## src/rtl/time_event_capture.sv

```systemverilog
// Event timestamp capture: a local seconds/sub-second time base stamps each event edge into a FWFT FIFO.
// Define EVENT_DEBOUNCE_EN to require DEB_CYC consecutive high cycles before an event is accepted.
module time_event_capture #(
    parameter int SEC_W      = 32,
    parameter int FRAC_W     = 32,
    parameter int DEPTH_LOG2 = 4,
    parameter int DEB_CYC    = 4
) (
    input  logic                  ACLK,
    input  logic                  ARESETN,
    input  logic                  enable,
    input  logic                  pps_in,
    input  logic                  event_in,
    input  logic                  rd_en,
    input  logic                  clr_ovf,
    output logic                  rd_valid,
    output logic [SEC_W-1:0]      rd_sec,
    output logic [FRAC_W-1:0]     rd_frac,
    output logic [DEPTH_LOG2:0]   fifo_count,
    output logic                  overflow,
    output logic [SEC_W-1:0]      sec_now,
    output logic [FRAC_W-1:0]     frac_now
);

    localparam int DEPTH   = 1 << DEPTH_LOG2;
    localparam int STAMP_W = SEC_W + FRAC_W;

    if (DEB_CYC < 1) begin : g_deb_cyc_check
        $error("DEB_CYC must be at least 1");
    end

    // ------------------------------------------------------------------
    // Input synchronisers and edge detection
    // ------------------------------------------------------------------
    logic pps_meta_q, pps_sync_q, pps_dly_q;
    logic ev_meta_q,  ev_sync_q;
    logic pps_rise;
    logic ev_rise;

    always_ff @(posedge ACLK) begin
        if (!ARESETN) begin
            pps_meta_q <= 1'b0;
            pps_sync_q <= 1'b0;
            pps_dly_q  <= 1'b0;
            ev_meta_q  <= 1'b0;
            ev_sync_q  <= 1'b0;
        end else begin
            pps_meta_q <= pps_in;
            pps_sync_q <= pps_meta_q;
            pps_dly_q  <= pps_sync_q;
            ev_meta_q  <= event_in;
            ev_sync_q  <= ev_meta_q;
        end
    end

    assign pps_rise = pps_sync_q & ~pps_dly_q;

`ifdef EVENT_DEBOUNCE_EN
    // Count consecutive high cycles; fire once on the DEB_CYC-th, saturate until the line drops.
    localparam int DEB_CNT_W = $clog2(DEB_CYC + 1);
    localparam logic [DEB_CNT_W-1:0] DEB_MAX  = DEB_CNT_W'(DEB_CYC);
    localparam logic [DEB_CNT_W-1:0] DEB_FIRE = DEB_CNT_W'(DEB_CYC - 1);

    logic [DEB_CNT_W-1:0] deb_cnt_q, deb_cnt_d;

    always_comb begin
        deb_cnt_d = deb_cnt_q;
        if (!ev_sync_q) begin
            deb_cnt_d = '0;
        end else if (deb_cnt_q != DEB_MAX) begin
            deb_cnt_d = deb_cnt_q + 1'b1;
        end
    end

    always_ff @(posedge ACLK) begin
        if (!ARESETN) begin
            deb_cnt_q <= '0;
        end else begin
            deb_cnt_q <= deb_cnt_d;
        end
    end

    assign ev_rise = ev_sync_q & (deb_cnt_q == DEB_FIRE);
`else
    logic ev_dly_q;

    always_ff @(posedge ACLK) begin
        if (!ARESETN) begin
            ev_dly_q <= 1'b0;
        end else begin
            ev_dly_q <= ev_sync_q;
        end
    end

    assign ev_rise = ev_sync_q & ~ev_dly_q;
`endif

    // ------------------------------------------------------------------
    // Time base
    // ------------------------------------------------------------------
    logic [SEC_W-1:0]  sec_q,  sec_d;
    logic [FRAC_W-1:0] frac_q, frac_d;

    always_comb begin
        sec_d  = sec_q;
        frac_d = frac_q;
        if (enable) begin
            if (pps_rise) begin
                sec_d  = sec_q + 1'b1;
                frac_d = '0;
            end else begin
                frac_d = frac_q + 1'b1;
            end
        end
    end

    always_ff @(posedge ACLK) begin
        if (!ARESETN) begin
            sec_q  <= '0;
            frac_q <= '0;
        end else begin
            sec_q  <= sec_d;
            frac_q <= frac_d;
        end
    end

    // ------------------------------------------------------------------
    // Stamp FIFO (first-word-fall-through)
    // ------------------------------------------------------------------
    logic [STAMP_W-1:0]    mem_q [DEPTH];
    logic [DEPTH_LOG2-1:0] wr_ptr_q, wr_ptr_d;
    logic [DEPTH_LOG2-1:0] rd_ptr_q, rd_ptr_d;
    logic [DEPTH_LOG2:0]   count_q,  count_d;
    logic                  ovf_q,    ovf_d;
    logic                  fifo_full, fifo_empty;
    logic                  push_req, do_push, do_pop, ovf_set;
    logic [STAMP_W-1:0]    head;

    assign fifo_full  = count_q[DEPTH_LOG2];
    assign fifo_empty = (count_q == '0);

    // A pop on a full FIFO frees the slot the same-cycle push needs.
    assign push_req = ev_rise & enable;
    assign do_pop   = rd_en & ~fifo_empty;
    assign do_push  = push_req & (~fifo_full | do_pop);
    assign ovf_set  = push_req & fifo_full & ~do_pop;

    always_comb begin
        wr_ptr_d = wr_ptr_q;
        rd_ptr_d = rd_ptr_q;
        count_d  = count_q;
        ovf_d    = ovf_q;
        if (do_push) begin
            wr_ptr_d = wr_ptr_q + 1'b1;
        end
        if (do_pop) begin
            rd_ptr_d = rd_ptr_q + 1'b1;
        end
        case ({do_push, do_pop})
            2'b10:   count_d = count_q + 1'b1;
            2'b01:   count_d = count_q - 1'b1;
            default: count_d = count_q;
        endcase
        if (ovf_set) begin
            ovf_d = 1'b1;
        end else if (clr_ovf) begin
            ovf_d = 1'b0;
        end
    end

    always_ff @(posedge ACLK) begin
        if (!ARESETN) begin
            wr_ptr_q <= '0;
            rd_ptr_q <= '0;
            count_q  <= '0;
            ovf_q    <= 1'b0;
        end else begin
            wr_ptr_q <= wr_ptr_d;
            rd_ptr_q <= rd_ptr_d;
            count_q  <= count_d;
            ovf_q    <= ovf_d;
        end
    end

    // Storage is not reset; the pointers alone define which entries are live.
    always_ff @(posedge ACLK) begin
        if (do_push) begin
            mem_q[wr_ptr_q] <= {sec_q, frac_q};
        end
    end

    assign head = mem_q[rd_ptr_q];

    // ------------------------------------------------------------------
    // Outputs
    // ------------------------------------------------------------------
    assign rd_valid   = ~fifo_empty;
    assign rd_sec     = head[STAMP_W-1:FRAC_W];
    assign rd_frac    = head[FRAC_W-1:0];
    assign fifo_count = count_q;
    assign overflow   = ovf_q;
    assign sec_now    = sec_q;
    assign frac_now   = frac_q;

endmodule

```

## config.mk

```make
export PLATFORM = sky130hd
export DESIGN_NAME = time_event_capture
export DESIGN_NICKNAME = d
export VERILOG_FILES = /design/src/rtl/time_event_capture.sv
export SDC_FILE = /design/constraint.sdc
export NUM_CORES = 1
export LEC_CHECK = 0
export BUFFER_PORTS_ARGS = -buffer_cell sky130_fd_sc_hd__buf_2
export CORE_ASPECT_RATIO = 0.5
export CORE_MARGIN = 8
export CORE_UTILIZATION = 58
export CTS_BUF_LIST = sky130_fd_sc_hd__clkbuf_8
export DETAILED_ROUTE_END_ITERATION = 6
export GPL_TIMING_DRIVEN = 0
export PLACE_DENSITY = 0.8
export SLEW_MARGIN = 20
export SYNTH_ARGS = -nofsm -noshare
export SYNTH_HDL_FRONTEND = slang
export SYNTH_SLANG_ARGS = --single-unit
```

## constraint.sdc

```tcl
create_clock -name ACLK -period 5.8 [get_ports ACLK]
set_input_delay 0.29 -clock ACLK [delete_from_list [all_inputs] [get_ports ACLK]]
set_output_delay 0.29 -clock ACLK [all_outputs]
set_load 0.02 [all_outputs]
```

==> flow_summary.ini <==
[setup_path]
cp_data_arrival_time_ns = 4.04
critical_path.max_fanout = 10
crit-reg2reg-launch = fifo_count[2]
worst_r2r_endpoint = fifo_count[4]
worst-endpoint-required_ns = 5.51
reg2regPathDepth = 12
start_kind = flip-flop
r2r_setup_slack_ns = 2.51
setup.worst_path.class = flip-flop to primary output
critical_path.endpoint_type = primary output

[floorplanning]
die-width_um = 399
floorplan.die_area_mm2 = 0.0827
initial_utilization = 0.584
rows = 70
coreArea_mm2 = 0.0728
num_io_pins = 142
die_h_um = 207

[sta]
rsz0062_at_grt = false
achievable-frequency_ghz = 0.231
period_share = 0.747
final.setup_skew_ns = 0.0380
slew_headroom = 0.258
hold_viol = 0
slew_violations = 0
setup_total_negative_slack_ns = 0
min_period_ns = 4.33
tightest_slew_ns = 1.11
layout_setup_ws_ns = 1.47
report.final.setup_viol = 0

[pwr]
power_frac_seq = 0.562
peakVddDrop_mv = 0.164
clockPowerShare = 0.350
pwr-share-comb = 0.088
power_switching_share = 0.237
power.density_mw_per_mm2 = 317
p_int_mw = 11.8
power.leakage_nw = 15.5
power_switching_mw = 3.66

[clocking]
cts_sinks = 1112
numCtsBuffers = 151
cts_root_buf = sky130_fd_sc_hd__clkbuf_8
clockBufferDepth = 3
clock_insertion_delay_worst_skew_ns = 0.77
number_of_h_tree_levels = 4
ctsHoldBuffers = 7
clk_transition_reported_paths_ns = 0.07
cts_tree = built
cts_post_setup_buffers_inserted = 0
post_cts_resize_count = 0

[drt]
drt-initial-drc-count = 2937
num_vias = 22100
route.final.wire_length_um = 102000
routed_via_density = 6.52
drc = 0
ant_nets = 0
wl_per_cell_um = 30.2
drtPass1Iterations = 5

[logic_synthesis]
synthFlopType = sky130_fd_sc_hd__edfxtp_1
async_flop_share = 0
number_of_synthesized_flops_with_an_enable_pin = 1024
ys_seq_elements = 1112
netlist_instances = 1922
synth_seq_area_share = 0.765
post_synthesis_instance_area_mm2 = 0.0425
yosysWarnings = 0
yosys.cell_types.count = 43
synth_area_per_cell_um2 = 22.1
synth_nets = 1939

[global_routing]
via_count_of_the_first_global_routing_pass = 22600
grt_pass1_wl_um = 150000
grt_antenna_before_repair = 0
grt_start_max_net_pins = 25
gr-total-overflow = 0
grt_use_total = 0.246

[min_path]
min_to = ev_meta_q
hold_path_class = input port to flip-flop
hold_start = event_in
timing.hold.worst_path_depth = 3

[placement]
io_buffers = 140
pre_cts_slack_ns = 2.39
hpwlAfterDp_um = 63700
routabilityCongestion = 0.775

[finish]
n_antenna_cell = 0
fin_nets = 2310
post_route_cells_drive_above_1_share = 0.318
area_growth_syn_to_layout_pct = 14.5

[flow_run]
maxCapViolations = 0

[status]
result_of_the_run = finished clean
kinds of logic (layout without fill, tap and decap cells):
group | count (synthesis) | count (layout) | synth area share
AOI/OAI and AO/OA | 87 | 87 | 0.0122
DFF | 1112 | 1112 | 0.765
and+or+nand+nor | 232 | 232 | 0.0299
xor gates and xnor gates | 26 | 26 | 0.00536
adders and majority gates | 10 | 10 | 0.00294
buffers and inverters | 121 | 608 | 0.0119
muxes | 334 | 334 | 0.173
cell type report:
type | instances | area [µm²]
buffer | 101 | 437
tap | 972 | 1220
timing repair buffer | 218 | 2120
multi-input combinational | 689 | 9620
clock inverter | 109 | 469
clock buffer | 160 | 2200
fill | 4129 | 24100
sequential | 1112 | 32500
inverter | 20 | 75.1
routing by layer:
metal  global-route usage  part of all wire
met5                    0                 0
met4               0.0957             0.036
met3               0.0535              0.11
met2                0.404              0.50
met1                0.325              0.36
critical path: stages, from the launching register on:
cell	delay [ns]
sky130_fd_sc_hd__dfxtp_1	0.34
sky130_fd_sc_hd__clkbuf_1	0.27
sky130_fd_sc_hd__clkbuf_1	0.79
sky130_fd_sc_hd__buf_2	0.56
sky130_fd_sc_hd__mux4_2	0.58
sky130_fd_sc_hd__mux4_2	0.53
sky130_fd_sc_hd__buf_2	0.19
power groups by stage:
stage / sequential, mW / combinational (mW) / clock [mW]
final: 8.67 / 1.36 / 5.40
after global routing: 8.67 / 1.44 / 5.80
after CTS: 8.67 / 1.39 / 5.45
after detailed placement: 8.84 / 1.38 / 0
after global placement: 8.84 / 1.35 / 0
after floorplan: 8.84 / 0.974 / 0
cell usage in the layout, fill, tap and decap left out, types with 4 or more instances in the layout:
cell                            netlist  routed
sky130_fd_sc_hd__edfxtp_1          1024    1024
sky130_fd_sc_hd__mux4_2             320     320
sky130_fd_sc_hd__buf_2               28     168
sky130_fd_sc_hd__clkbuf_8             0     160
sky130_fd_sc_hd__dfxtp_1             88      88
sky130_fd_sc_hd__inv_1               20      77
sky130_fd_sc_hd__clkbuf_1            62      62
sky130_fd_sc_hd__nand2_1             43      43
sky130_fd_sc_hd__a21oi_1             40      40
sky130_fd_sc_hd__clkinv_1             0      34
sky130_fd_sc_hd__nor2_1              45      33
sky130_fd_sc_hd__or4_1               25      25
sky130_fd_sc_hd__buf_12               0      24
sky130_fd_sc_hd__nand3_1             22      22
sky130_fd_sc_hd__o31ai_1             22      22
sky130_fd_sc_hd__buf_16               0      19
sky130_fd_sc_hd__nand4_1             18      18
sky130_fd_sc_hd__or3_1               17      17
sky130_fd_sc_hd__buf_8                0      17
sky130_fd_sc_hd__xnor2_1             15      15
sky130_fd_sc_hd__mux2i_1             14      14
sky130_fd_sc_hd__o21ai_0             13      13
sky130_fd_sc_hd__nand2b_1            12      12
sky130_fd_sc_hd__nor2_4               0      12
sky130_fd_sc_hd__xor2_1              11      11
sky130_fd_sc_hd__nor3_1              15      11
sky130_fd_sc_hd__ha_1                10      10
sky130_fd_sc_hd__buf_4                1       9
sky130_fd_sc_hd__clkinv_2             0       8
sky130_fd_sc_hd__dlygate4sd3_1        0       7
sky130_fd_sc_hd__nor4_1               6       6
sky130_fd_sc_hd__and2_1               6       6
sky130_fd_sc_hd__clkinvlp_4           0       6
sky130_fd_sc_hd__buf_1                8       5
sky130_fd_sc_hd__and4_1               5       5
sky130_fd_sc_hd__buf_6                2       5
sky130_fd_sc_hd__nor2b_1              4       4
sky130_fd_sc_hd__o21a_1               4       4
metrics by stage:
stage	instances	area, µm²	util	hold WS [ns]	total power [mW]
final	3381	48700	0.668	0.275	15.4
after global routing	3381	48700	0.668	0.273	15.9
after CTS	3380	48600	0.668	0.225	15.5
after detailed placement	3104	45900	0.631	0.439	10.2
after global placement	3034	44400	0.611	0.415	10.2
after floorplan	1922	42500	-	0.412	9.82
state kept, by name (all words and copies together), names as in the netlist, named ones only:
name and count:
ev_meta_q 1, wr_ptr_q 4, fifo_count 5, mem_q 1024, overflow 1, pps_dly_q 1, frac_now 32, ev_dly_q 1
pps_sync_q 1, ev_sync_q 1, sec_now 32, rd_ptr_q 4, pps_meta_q 1
cells in the mapped netlist, drive strengths merged (9+ instances only):
| cell | number | area share |
|---|---|---|
| o21ai | 13 | 0.0015 |
| nor4 | 9 | 0.0018 |
| a21oi | 40 | 0.0047 |
| dfxtp | 88 | 0.041 |
| or3 | 17 | 0.0025 |
| o31ai | 22 | 0.0039 |
| edfxtp | 1024 | 0.72 |
| nand4 | 19 | 0.0029 |
| or4 | 26 | 0.0047 |
| inv | 20 | 0.0018 |
| nor2 | 45 | 0.0040 |
| nand2b | 12 | 0.0018 |
| xnor2 | 15 | 0.0031 |
| nor3 | 15 | 0.0018 |
| mux2i | 14 | 0.0033 |
| xor2 | 11 | 0.0023 |
| nand2 | 43 | 0.0038 |
| buf | 39 | 0.0047 |
| mux4 | 320 | 0.17 |
| clkbuf | 62 | 0.0055 |
| ha | 10 | 0.0029 |
| nand3 | 22 | 0.0026 |
worst max-delay path by stage:
stage               startpoint           end  cells past startpoint
floorplan               enable   mem_q[3][0]                      4
finish               flip-flop    rd_frac[2]                      6
global route         flip-flop     rd_sec[4]                      6
CTS                  flip-flop     rd_sec[4]                      6
detailed placement   flip-flop     rd_sec[2]                      6
global placement        enable  mem_q[3][22]                      4
No activity file was read; power rests on OpenSTA's default activity.
